<file path="src/rtl/caseg_pkg.sv">
// rtl/caseg_pkg.sv - shared types, constants and helpers for the settable clock display
// Contents:
//   set_mode_e          RUN / SET_H / SET_M / SET_S
//   HOUR_MAX, MIN_MAX   upper limits of the time fields
//   SEG_0..SEG_9, SEG_DASH, SEG_BLANK   7-segment codes in active-low form (bit7 = dp)
//   DIG_DASH, DIG_BLANK 4-bit digit codes that are not decimal digits
//   seg_decode, to_bcd, wrap_inc, wrap_dec
package caseg_pkg;

    typedef enum logic [1:0] {
        RUN   = 2'd0,
        SET_H = 2'd1,
        SET_M = 2'd2,
        SET_S = 2'd3
    } set_mode_e;

    localparam logic [5:0] HOUR_MAX = 6'd23;
    localparam logic [5:0] MIN_MAX  = 6'd59;

    localparam logic [7:0] SEG_0     = 8'hC0;
    localparam logic [7:0] SEG_1     = 8'hF9;
    localparam logic [7:0] SEG_2     = 8'hA4;
    localparam logic [7:0] SEG_3     = 8'hB0;
    localparam logic [7:0] SEG_4     = 8'h99;
    localparam logic [7:0] SEG_5     = 8'h92;
    localparam logic [7:0] SEG_6     = 8'h82;
    localparam logic [7:0] SEG_7     = 8'hF8;
    localparam logic [7:0] SEG_8     = 8'h80;
    localparam logic [7:0] SEG_9     = 8'h90;
    localparam logic [7:0] SEG_DASH  = 8'hBF;
    localparam logic [7:0] SEG_BLANK = 8'hFF;

    localparam logic [3:0] DIG_DASH  = 4'hA;
    localparam logic [3:0] DIG_BLANK = 4'hF;

    function automatic logic [7:0] seg_decode(input logic [3:0] code);
        logic [7:0] s;
        case (code)
            4'd0:     s = SEG_0;
            4'd1:     s = SEG_1;
            4'd2:     s = SEG_2;
            4'd3:     s = SEG_3;
            4'd4:     s = SEG_4;
            4'd5:     s = SEG_5;
            4'd6:     s = SEG_6;
            4'd7:     s = SEG_7;
            4'd8:     s = SEG_8;
            4'd9:     s = SEG_9;
            DIG_DASH: s = SEG_DASH;
            default:  s = SEG_BLANK;
        endcase
        return s;
    endfunction

    // Returns {tens, units}; inputs are at most 59.
    function automatic logic [7:0] to_bcd(input logic [5:0] v);
        logic [5:0] tens;
        logic [5:0] units;
        tens  = v / 6'd10;
        units = v % 6'd10;
        return {tens[3:0], units[3:0]};
    endfunction

    function automatic logic [5:0] wrap_inc(input logic [5:0] v, input logic [5:0] max);
        return (v == max) ? 6'd0 : v + 6'd1;
    endfunction

    function automatic logic [5:0] wrap_dec(input logic [5:0] v, input logic [5:0] max);
        return (v == 6'd0) ? max : v - 6'd1;
    endfunction

endpackage

</file>
<file path="src/rtl/caseg_clock_disp_settable_if.sv">
// rtl/caseg_clock_disp_settable_if.sv - key inputs and display outputs of the settable clock
// Signals:
//   key_mode, key_up, key_down  one-cycle debounced key pulses into the clock
//   sel[NUM_DIG-1:0]            digit select, one-hot in the active polarity
//   seg[7:0]                    segments a..g (bits 0..6) and dp (bit 7)
//   set_mode[1:0]               0=RUN, 1=SET_H, 2=SET_M, 3=SET_S
// Modports: master = key source / display sink, slave = clock block.
interface caseg_clock_disp_settable_if #(
    parameter int NUM_DIG = 8
);
    logic               key_mode;
    logic               key_up;
    logic               key_down;
    logic [NUM_DIG-1:0] sel;
    logic [7:0]         seg;
    logic [1:0]         set_mode;

    modport master (
        output key_mode, key_up, key_down,
        input  sel, seg, set_mode
    );

    modport slave (
        input  key_mode, key_up, key_down,
        output sel, seg, set_mode
    );
endinterface

</file>
<file path="src/rtl/caseg_scan.sv">
// rtl/caseg_scan.sv - multiplexed 7-segment scanner: scan counter, digit mux, decode, blanking, polarity
// Ports:
//   clk, rst      clock, synchronous active-low reset
//   digits        packed 4-bit digit codes, digit 0 in bits [3:0] (rightmost)
//   blank         per-digit blank mask (all segments off)
//   dp            per-digit decimal point request
//   sel, seg      registered digit select and segment outputs
module caseg_scan
    import caseg_pkg::*;
#(
    parameter int SCAN_DIV       = 50_000,
    parameter int NUM_DIG        = 8,
    parameter bit SEG_ACTIVE_LOW = 1'b1,
    parameter bit SEL_ACTIVE_LOW = 1'b1
) (
    input  logic                 clk,
    input  logic                 rst,
    input  logic [4*NUM_DIG-1:0] digits,
    input  logic [NUM_DIG-1:0]   blank,
    input  logic [NUM_DIG-1:0]   dp,
    output logic [NUM_DIG-1:0]   sel,
    output logic [7:0]           seg
);

    localparam int SW = (SCAN_DIV > 1) ? $clog2(SCAN_DIV) : 1;
    localparam int IW = $clog2(NUM_DIG);
    localparam logic [SW-1:0]      SCAN_MAX = SW'(SCAN_DIV - 1);
    localparam logic [IW-1:0]      IDX_MAX  = IW'(NUM_DIG - 1);
    localparam logic [NUM_DIG-1:0] SEL_IDLE = SEL_ACTIVE_LOW ? {NUM_DIG{1'b1}} : {NUM_DIG{1'b0}};
    localparam logic [7:0]         SEG_IDLE = SEG_ACTIVE_LOW ? 8'hFF : 8'h00;

    logic [SW-1:0]      scan_cnt_q, scan_cnt_d;
    logic [IW-1:0]      idx_q, idx_d;
    logic [NUM_DIG-1:0] sel_q, sel_d;
    logic [7:0]         seg_q, seg_d;

    logic [3:0]         code;
    logic [7:0]         seg_low;
    logic [NUM_DIG-1:0] onehot;

    always_comb begin
        scan_cnt_d = scan_cnt_q + 1'b1;
        idx_d      = idx_q;
        if (scan_cnt_q == SCAN_MAX) begin
            scan_cnt_d = '0;
            idx_d      = (idx_q == IDX_MAX) ? '0 : idx_q + 1'b1;
        end

        // Output reflects the index currently held, so sel/seg move together
        // one cycle after the index itself changes.
        code    = digits[{idx_q, 2'b00} +: 4];
        seg_low = seg_decode(code);
        if (dp[idx_q]) begin
            seg_low[7] = 1'b0;
        end
        if (blank[idx_q]) begin
            seg_low = SEG_BLANK;
        end
        seg_d = SEG_ACTIVE_LOW ? seg_low : ~seg_low;

        onehot        = '0;
        onehot[idx_q] = 1'b1;
        sel_d         = SEL_ACTIVE_LOW ? ~onehot : onehot;
    end

    always_ff @(posedge clk) begin
        if (!rst) begin
            scan_cnt_q <= '0;
            idx_q      <= '0;
            sel_q      <= SEL_IDLE;
            seg_q      <= SEG_IDLE;
        end else begin
            scan_cnt_q <= scan_cnt_d;
            idx_q      <= idx_d;
            sel_q      <= sel_d;
            seg_q      <= seg_d;
        end
    end

    assign sel = sel_q;
    assign seg = seg_q;

endmodule

</file>
<file path="src/rtl/caseg_clock_disp_settable.sv">
// rtl/caseg_clock_disp_settable.sv - settable 24 h clock with blinking edit field on a multiplexed 7-segment display
// Ports:
//   clk   system clock
//   rst   synchronous active-low reset
//   bus   caseg_clock_disp_settable_if.slave: key_mode/key_up/key_down in, sel/seg/set_mode out
// Optional build macro CASEG_HOUR12_EN: hour digits shown in 12 h form, hour-units dp lit for PM.
module caseg_clock_disp_settable
    import caseg_pkg::*;
#(
    parameter int CLK_FREQ       = 50_000_000,
    parameter int SCAN_DIV       = 50_000,
    parameter int NUM_DIG        = 8,
    parameter bit SEG_ACTIVE_LOW = 1'b1,
    parameter bit SEL_ACTIVE_LOW = 1'b1
) (
    input  logic                          clk,
    input  logic                          rst,
    caseg_clock_disp_settable_if.slave    bus
);

    generate
        if (NUM_DIG != 6 && NUM_DIG != 8) begin : g_bad_num_dig
            $error("caseg_clock_disp_settable: NUM_DIG must be 6 or 8");
        end
    endgenerate

    localparam int TW = (CLK_FREQ > 1) ? $clog2(CLK_FREQ) : 1;
    localparam logic [TW-1:0] TICK_MAX   = TW'(CLK_FREQ - 1);
    localparam logic [TW-1:0] BLINK_HALF = TW'(CLK_FREQ / 2);

    // Position of the units digit of each field; the tens digit sits one above.
    localparam int H_POS = (NUM_DIG == 8) ? 6 : 4;
    localparam int M_POS = (NUM_DIG == 8) ? 3 : 2;
    localparam int S_POS = 0;

    set_mode_e     state_q, state_d;
    logic [TW-1:0] tick_cnt_q, tick_cnt_d;
    logic [TW-1:0] blink_cnt_q, blink_cnt_d;
    logic [4:0]    hour_q, hour_d;
    logic [5:0]    min_q, min_d;
    logic [5:0]    sec_q, sec_d;

    logic tick;
    logic step_up;
    logic step_dn;

    always_comb begin
        tick        = (state_q == RUN) && (tick_cnt_q == TICK_MAX);
        // Held at zero while editing so RUN always restarts a full second.
        tick_cnt_d  = (state_q != RUN || tick) ? '0 : tick_cnt_q + 1'b1;
        blink_cnt_d = (blink_cnt_q == TICK_MAX) ? '0 : blink_cnt_q + 1'b1;

        // key_mode wins over up/down; opposing keys cancel.
        step_up = bus.key_up & ~bus.key_down & ~bus.key_mode;
        step_dn = bus.key_down & ~bus.key_up & ~bus.key_mode;

        state_d = state_q;
        if (bus.key_mode) begin
            case (state_q)
                RUN:     state_d = SET_H;
                SET_H:   state_d = SET_M;
                SET_M:   state_d = SET_S;
                default: state_d = RUN;
            endcase
        end

        hour_d = hour_q;
        min_d  = min_q;
        sec_d  = sec_q;
        case (state_q)
            RUN: begin
                if (tick) begin
                    sec_d = wrap_inc(sec_q, MIN_MAX);
                    if (sec_q == MIN_MAX) begin
                        min_d = wrap_inc(min_q, MIN_MAX);
                        if (min_q == MIN_MAX) begin
                            hour_d = 5'(wrap_inc({1'b0, hour_q}, HOUR_MAX));
                        end
                    end
                end
            end
            SET_H: begin
                if (step_up) hour_d = 5'(wrap_inc({1'b0, hour_q}, HOUR_MAX));
                if (step_dn) hour_d = 5'(wrap_dec({1'b0, hour_q}, HOUR_MAX));
            end
            SET_M: begin
                if (step_up) min_d = wrap_inc(min_q, MIN_MAX);
                if (step_dn) min_d = wrap_dec(min_q, MIN_MAX);
            end
            default: begin
                if (step_up) sec_d = wrap_inc(sec_q, MIN_MAX);
                if (step_dn) sec_d = wrap_dec(sec_q, MIN_MAX);
            end
        endcase
    end

    always_ff @(posedge clk) begin
        if (!rst) begin
            state_q     <= RUN;
            tick_cnt_q  <= '0;
            blink_cnt_q <= '0;
            hour_q      <= '0;
            min_q       <= '0;
            sec_q       <= '0;
        end else begin
            state_q     <= state_d;
            tick_cnt_q  <= tick_cnt_d;
            blink_cnt_q <= blink_cnt_d;
            hour_q      <= hour_d;
            min_q       <= min_d;
            sec_q       <= sec_d;
        end
    end

    // Display formatting
    logic [4:0]         hour_disp;
    logic               pm;
    logic [7:0]         h_bcd;
    logic [7:0]         m_bcd;
    logic [7:0]         s_bcd;
    logic [4*NUM_DIG-1:0] digits;
    logic [NUM_DIG-1:0] blank;
    logic [NUM_DIG-1:0] dp;
    logic               blink_off;

    always_comb begin
`ifdef CASEG_HOUR12_EN
        if (hour_q == 5'd0) begin
            hour_disp = 5'd12;
        end else if (hour_q > 5'd12) begin
            hour_disp = hour_q - 5'd12;
        end else begin
            hour_disp = hour_q;
        end
        pm = (hour_q >= 5'd12);
`else
        hour_disp = hour_q;
        pm        = 1'b0;
`endif
        h_bcd = to_bcd({1'b0, hour_disp});
        m_bcd = to_bcd(min_q);
        s_bcd = to_bcd(sec_q);

        blink_off = (blink_cnt_q >= BLINK_HALF);
        blank     = '0;
        if (blink_off) begin
            case (state_q)
                SET_H:   blank[H_POS +: 2] = 2'b11;
                SET_M:   blank[M_POS +: 2] = 2'b11;
                SET_S:   blank[S_POS +: 2] = 2'b11;
                default: blank = '0;
            endcase
        end

        dp        = '0;
        dp[H_POS] = pm;
    end

    generate
        if (NUM_DIG == 8) begin : g_layout8
            assign digits = {h_bcd, DIG_DASH, m_bcd, DIG_DASH, s_bcd};
        end else begin : g_layout6
            assign digits = {h_bcd, m_bcd, s_bcd};
        end
    endgenerate

    caseg_scan #(
        .SCAN_DIV       (SCAN_DIV),
        .NUM_DIG        (NUM_DIG),
        .SEG_ACTIVE_LOW (SEG_ACTIVE_LOW),
        .SEL_ACTIVE_LOW (SEL_ACTIVE_LOW)
    ) u_scan (
        .clk    (clk),
        .rst    (rst),
        .digits (digits),
        .blank  (blank),
        .dp     (dp),
        .sel    (bus.sel),
        .seg    (bus.seg)
    );

    assign bus.set_mode = state_q;

endmodule

</file>
<file path="src/flat_wrapper.sv">
// flat-port wrapper written by rule: the top's interface ports become plain ports
module caseg_clock_disp_settable_flat import caseg_pkg::*;
#(
    parameter int CLK_FREQ       = 50_000_000,
    parameter int SCAN_DIV       = 50_000,
    parameter int NUM_DIG        = 8,
    parameter bit SEG_ACTIVE_LOW = 1'b1,
    parameter bit SEL_ACTIVE_LOW = 1'b1
)
  (clk, rst, bus_key_mode, bus_key_up, bus_key_down, bus_sel, bus_seg, bus_set_mode);
  caseg_clock_disp_settable_if #(.NUM_DIG(NUM_DIG)) bus_i ();
  input  logic clk;
  input  logic rst;
  input wire logic [$bits(bus_i.key_mode)-1:0] bus_key_mode;
  input wire logic [$bits(bus_i.key_up)-1:0] bus_key_up;
  input wire logic [$bits(bus_i.key_down)-1:0] bus_key_down;
  output wire logic [$bits(bus_i.sel)-1:0] bus_sel;
  output wire logic [$bits(bus_i.seg)-1:0] bus_seg;
  output wire logic [$bits(bus_i.set_mode)-1:0] bus_set_mode;
  assign bus_i.key_mode = bus_key_mode;
  assign bus_i.key_up = bus_key_up;
  assign bus_i.key_down = bus_key_down;
  assign bus_sel = bus_i.sel;
  assign bus_seg = bus_i.seg;
  assign bus_set_mode = bus_i.set_mode;
  caseg_clock_disp_settable #(.CLK_FREQ(CLK_FREQ), .SCAN_DIV(SCAN_DIV), .NUM_DIG(NUM_DIG), .SEG_ACTIVE_LOW(SEG_ACTIVE_LOW), .SEL_ACTIVE_LOW(SEL_ACTIVE_LOW)) u_core (.clk(clk), .rst(rst), .bus(bus_i));
endmodule
</file>
<file path="config.mk">
export PLATFORM = sky130hd
export DESIGN_NAME = caseg_clock_disp_settable_flat
export DESIGN_NICKNAME = d
export VERILOG_FILES = /design/src/rtl/caseg_pkg.sv /design/src/rtl/caseg_clock_disp_settable_if.sv /design/src/rtl/caseg_scan.sv /design/src/rtl/caseg_clock_disp_settable.sv /design/src/flat_wrapper.sv
export SDC_FILE = /design/constraint.sdc
export NUM_CORES = 1
export LEC_CHECK = 0
export CORE_MARGIN = 4
export CORE_UTILIZATION = 62
export DETAILED_ROUTE_END_ITERATION = 16
export GPL_ROUTABILITY_DRIVEN = 0
export GPL_TIMING_DRIVEN = 0
export PLACE_DENSITY_LB_ADDON = 0.25
export RECOVER_POWER = 25
export SLEW_MARGIN = 25
export SYNTH_ARGS = -nofsm -noshare
export SYNTH_HDL_FRONTEND = slang
export SYNTH_HIERARCHICAL = 1
export SYNTH_SLANG_ARGS = --single-unit
export TNS_END_PERCENT = 30
</file>
<file path="constraint.sdc">
create_clock -name clk -period 4.37 [get_ports clk]
set_clock_uncertainty 0.15 [all_clocks]
set_input_delay 0.874 -clock clk [delete_from_list [all_inputs] [get_ports clk]]
set_output_delay 0.874 -clock clk [all_outputs]
set_load 0.05 [all_outputs]
</file>
# == Word-level counts from Yosys, hierarchy flattened ==
# Memories as Yosys holds them, arrays and structs flattened. A register that Yosys moved wholly into a read port is not among the register bits.
# Cells that the tools add are included.
# totals
in_bits,5
reg_bits,106
word_cells,111
out_inout_bits,18
mem_count,2
mem_bits_ro,120
latch_bits,0
ram_bits,0
# op_classes
eq_ne,15
n_bitwise,10
add_sub_neg,10
n_reduce_logical,19
multipliers,0
div_mod_pow,6
mux,35
order_cmp,3
n_shift,1
# mem_list
name,depth,width,rd,rd_ports_with_merged_regs,write_ports,line_no,text
(name not given),16,7,1,1,0,caseg_pkg.sv:38,case (code)
(name not given),8,1,1,1,0,caseg_scan.sv:53,if (dp[idx_q]) begin
# ops
cell,n
$mux W6,11
$add A26 B1 Y26 const B,2
$eq A26 B26 Y1 const B,2
$mux W5,7
$shiftx A32 B6 Y4,1
$ge A26 B25 Y1 const B,1
$pmux W6 S2,2
$add A16 B1 Y16 const B,1
$eq A16 B16 Y1 const B,1
$add A6 B1 Y6 const B,2
$div A6 B4 Y6 const B,2
$eq A6 B6 Y1 const B,2
$logic_not A6 Y1,2
$mod A6 B4 Y6 const B,2
$sub A6 B1 Y6 const B,2
$pmux W5 S2,1
$reduce_or A2 Y1,5
$mux W3,3
$mux W8,1
$not A8 Y8,1
$div A5 B4 Y6 const B,1
$mod A5 B4 Y6 const B,1
$mux W2,3
$ne A3 B1 Y1 const B,2
other kinds (26),41

# == Logic depth before layout (Yosys ltp) ==
# depth
depth_word,6
depth_mapped,15
depth_no_buf,14

# == Modules after synthesis ==
# Netlist, hierarchy kept.
# by_module_without_submodules
mod,area_each_um2,instances,cells_per_inst
caseg_clock_disp_settable,4880.9,1,624
caseg_scan,1861.8,1,180

# == Worst setup path before layout ==
# No wires, ideal clock.
# synth_path
path_kind,register to register
startpoint,reg u_core.sec_q[3]
endpoint,reg u_core.u_scan.seg_q[2] (netlist: u_core/u_scan/seg[2])
slack_ps,809
t_arrival_ps,3297
stages_incl_launch_ff,14
setup_time_ps,114
synth_period_minus_slack_ps,3561
required_ps,4106
cell_sequence,dfxtp_1 > clkbuf_1 > inv_1 > ha_1 > a21oi_1 > o21ai_0 > a31o_2 > nand2_1 > ha_1 > a32oi_1 > mux4_2 > mux2_2 > or3_1 > a21o_1
# synth_between
elab_chain_cells,2
word_cells_on_any_way,3
classes_between,div: 2; shift: 1
# synth_lines
item,line_no,text
"start, declared",caseg_clock_disp_settable.sv:41,"logic [5:0] sec_q, sec_d;"
"start signal, assigned",caseg_clock_disp_settable.sv:104,sec_q <= '0;
"start signal, assigned",caseg_clock_disp_settable.sv:111,sec_q <= sec_d;
$mod A6 B4 Y6,caseg_pkg.sv:60,units = v % 6'd10;
via u_core.digits[2],caseg_clock_disp_settable.sv:121,logic [4*NUM_DIG-1:0] digits;
$shiftx A32 B6 Y4,caseg_scan.sv:51,"code = digits[{idx_q, 2'b00} +: 4];"
"end, declared",caseg_scan.sv:35,"logic [7:0] seg_q, seg_d;"
# The timed path passes the listed nets, and every way through them passes these cells.
# A chain may end at the register's enable or synchronous reset.

# == Worst setup path in the final report ==
# layout_path
startpoint,reg u_core.sec_q[3]
endpoint,reg u_core.u_scan.seg_q[0] (netlist: u_core/u_scan/seg[0])
# Same word-level chain as after synthesis.

==> out/metrics.cfg <==
[yosys]
synth_seq_area_share_pct = 31.5
netlist-cell-type-count = 79
synthesis.area_um2 = 6740
async_flop_share_pct = 0
synth-seq-cells = 106
synth_most_common_cell = dfxtp_1
post-synth-top-area-cell = dfxtp_1
synth_enable_flop_cells = 0
synth.area.top_cells = dfxtp_1, ha_1, nor2_1
yosysWarnings = 13
synth_largest_type_area_fraction_pct = 31.5
ys_top_cells_by_count = dfxtp_1, nor2_1, nand2_1
top_ff_cell_synth = dfxtp_1
synth_cells = 804
syn_avg_cell_area_um2 = 8.39

[sta]
pin_slew_with_the_least_headroom_to_its_limit_ns = 1.04
post_layout_minimum_cycle_time_ns = 4.03
setup_viol_count_final = 0
maxSlewHeadroom_pct = 29.5
timing.hold.ws_ns = 0.318
finalHoldViolCount = 0
timing.setup.tns_ns = 0
unrepaired_setup_endpoints_after_global_routing = no
achievable-frequency_mhz = 248
post-route-period-util_pct = 92.3
finalMaxSlewViolations = 0
setup_slack_ns = 0.337

[setup_path]
arrival_ns = 4.13
endpoint_kind = flop
startpoint = u_core/sec_q[3]
r2r.worst_path.cells = 13
cp_data_required_time_ns = 4.47
crit_type = reg -> reg
worst_path_dominant_cell_family = compound AO/OA/AOI/OAI gates
setup.worst_path.end = u_core/u_scan/seg[0]
critical_path.slowest_cell = mux4_1
worst_r2r_endpoint = u_core/u_scan/seg[0]
timing.critical_path.fanout_max = 10
crit_path_max_incr_delay_ns = 0.55
crit_path_cell_trace = clkbuf_2 > inv_1 > ha_1 > a21oi_1 > o21ai_0 > a31o_2 > nand2_1 > ha_1 > o31a_1 > mux4_1 > mux2_2 > nor2_1 > a21oi_1
crit-reg2reg-launch = u_core/sec_q[3]
cp.depth = 13
type_of_origin_of_the_critical_path = flop
regToRegSetupSlack_ns = 0.34
worstPathBufferInverterCount = 2

[cts]
htreeDepth = 3
cts.path.max_buffers = 2
postCtsResizedCells = 0
ctsRootBufferMaster = clkbuf_8
cts_hold_repair.buffers = 0
number_of_buffers_created_by_cts = 9
post-cts-setup-buffer-count = 0
worstSkewPairLatency_ns = 0.37
cts.sinks = 106
cts.clk_slew.worst_paths_ns = 0.10
tritoncts_clock_tree = built

[floorplanning]
floorplan.die.width_um = 112
initial_utilization_pct = 64.4
floorplan_die_height_um = 112
die_area_um2 = 12600
core_area_um2 = 10500
rows = 37
boundaryPins = 23

[drt]
vias = 6188
drc_errors = 0
total_iterations_of_the_first_detailed_routing_run = 6
detail_route.wirelength_mm = 16.0
drt.antenna.violating_nets = 0
wire_per_inst_um = 16.0
drt_first_iter_violations = 631
routed_via_density = 6.21

[power_and_ir_drop]
switchingPower_mw = 0.564
total_power_consumption_mw = 2.00
combPwrFrac_pct = 16.1
seq_power_share_pct = 50.7
max-vdd-ir-drop_mv = 0.210
pwr-share-clk_pct = 33.2
p_per_area_nw_per_um2 = 269
internal_power_mw = 1.43
leakage_nw = 2.66
sw_frac_of_total_pct = 28.2

[run_status]
outcome = completed

[cells_and_area]
final_core_utilization_pct = 70.9
syn2layout_area_growth_pct = 10.0
finish.net_count = 895
antenna_cells = 0
filler_cell_count = 854
drive_gt1_share_pct = 5.69

[global_routing]
global_route.usage.total_pct = 25.5
grt_remaining_overflow = 0
grt_first_pass_wirelength_mm = 27.4
first_global_vias = 5884
antenna_violations_before_repair = 0
grt_max_degree = 18

[placed_design]
portBuffers = 21
place.detailed.hpwl_mm = 11.7
placement.setup.worst_slack_ns = 0.276

[job]
max_cap_viol_count = 0

[worst_hold_path]
class_of_the_tightest_hold_or_removal_check = reg -> reg

[worst reg2reg max path, cell delays in order (launching register included)]
cell and delay, ns:
dfxtp_1 0.49, clkbuf_2 0.28, inv_1 0.11, ha_1 0.35
a21oi_1 0.09, o21ai_0 0.32, a31o_2 0.26, nand2_1 0.08
ha_1 0.21, o31a_1 0.31, mux4_1 0.55, mux2_2 0.34
nor2_1 0.26, a21oi_1 0.12
[worst min path at each step]
stage | startpoint | end | slack [ns] | depth (start not counted)
global placement | u_core/tick_cnt_q[0] | u_core/tick_cnt_q[0] | 0.29 | 1
global route | u_core/tick_cnt_q[0] | u_core/tick_cnt_q[0] | 0.35 | 1
detailed placement | u_core/u_scan/scan_cnt_q[0] | u_core/u_scan/scan_cnt_q[0] | 0.30 | 1
finish | u_core/tick_cnt_q[0] | u_core/tick_cnt_q[0] | 0.32 | 1
CTS | u_core/tick_cnt_q[0] | u_core/tick_cnt_q[0] | 0.32 | 1
floorplan | u_core/tick_cnt_q[0] | u_core/tick_cnt_q[0] | 0.28 | 1
[cell families (layout without fill, tap and decap cells)]
kind of cell             after synthesis  after routing  share of synthesized area, %
AND/OR/NAND/NOR                      345            345                          26.8
AO/OA/AOI/OAI                        140            140                          14.4
flip-flops                           106            106                          31.5
buffers and inverters                 78            115                          4.79
XOR/XNOR                              68             68                          8.83
adder cells (fa/ha/maj)               34             34                          6.31
multiplexers                          31             31                          7.26
other                                  2             22                         0.111
[layout by cell type (no fill, tap or decap), types with 4 or more instances in the layout]
cell / Yosys / routed
nor2b_1: 16 / 16
mux2i_1: 14 / 13
o211ai_1: 5 / 5
and2_1: 8 / 8
ha_1: 34 / 34
conb_1: 2 / 22
xnor2_1: 40 / 40
a21o_1: 4 / 4
mux4_1: 5 / 5
clkdlybuf4s50_1: 0 / 20
nand3_1: 39 / 39
nor4b_1: 4 / 4
or3_1: 11 / 11
dfxtp_1: 106 / 106
clkbuf_8: 0 / 9
or4_1: 5 / 5
nor4bb_1: 4 / 4
clkbuf_1: 31 / 31
nand2b_1: 8 / 8
o31ai_1: 4 / 5
nor3_1: 18 / 17
a21oi_1: 33 / 33
nand4_1: 23 / 23
nand2_1: 57 / 57
o21ai_0: 22 / 22
mux4_2: 7 / 7
and3_1: 13 / 13
nor2_1: 96 / 96
o32ai_1: 5 / 5
buf_2: 6 / 6
a22oi_1: 4 / 4
xor2_1: 28 / 28
o22ai_1: 8 / 8
and4_1: 6 / 6
inv_1: 36 / 36
nor4_1: 18 / 17
a211oi_1: 10 / 10
[registers in the layout (all words and copies together) (netlist names)]
signal,flops
u_core/u_scan/idx_q,3
u_core/u_scan/scan_cnt_q,16
u_core/sec_q,6
u_core/u_scan/sel,8
u_core/hour_disp,5
u_core/bus.set_mode,2
u_core/u_scan/seg,8
u_core/min_q,6
u_core/tick_cnt_q,26
u_core/blink_cnt_q,26
[layer usage]
layer / track usage, % / wire (um) / vias up
li1: - / - / 2988
met1: 32.8 / 6910 / 2928
met2: 43.1 / 7690 / 220
met3: 4.10 / 912 / 52
met4: 9.78 / 467 / 0
met5: 0 / 0 / -
[through the flow]
stage / instance area, um^2 / instances
4_1_cts: 7420 / 997
5_1_grt: 7420 / 997
6_report: 7420 / 997
2_1_floorplan: 6820 / 824
3_3_place_gp: 7200 / 981
3_5_place_dp: 7200 / 981
[power groups by stage]
stage	sequential (mW)	combinational (mW)	clock, mW
2_1_floorplan	1.05	0.210	0
3_3_place_gp	1.03	0.300	0
3_5_place_dp	1.03	0.313	0
4_1_cts	1.01	0.315	0.679
5_1_grt	1.02	0.352	0.726
6_report	1.01	0.322	0.664
[final cells by class]
class	instances	area, um^2	area share, %
multi-input combinational	640	4370	59.0
clock buffer	10	128	1.72
inverter	36	135	1.82
timing repair buffer	21	210	2.83
sequential	106	2120	28.6
buffer	42	189	2.55
clock inverter	6	90.1	1.21
tap	136	170	2.29
(Power assumes the default switching activity.)
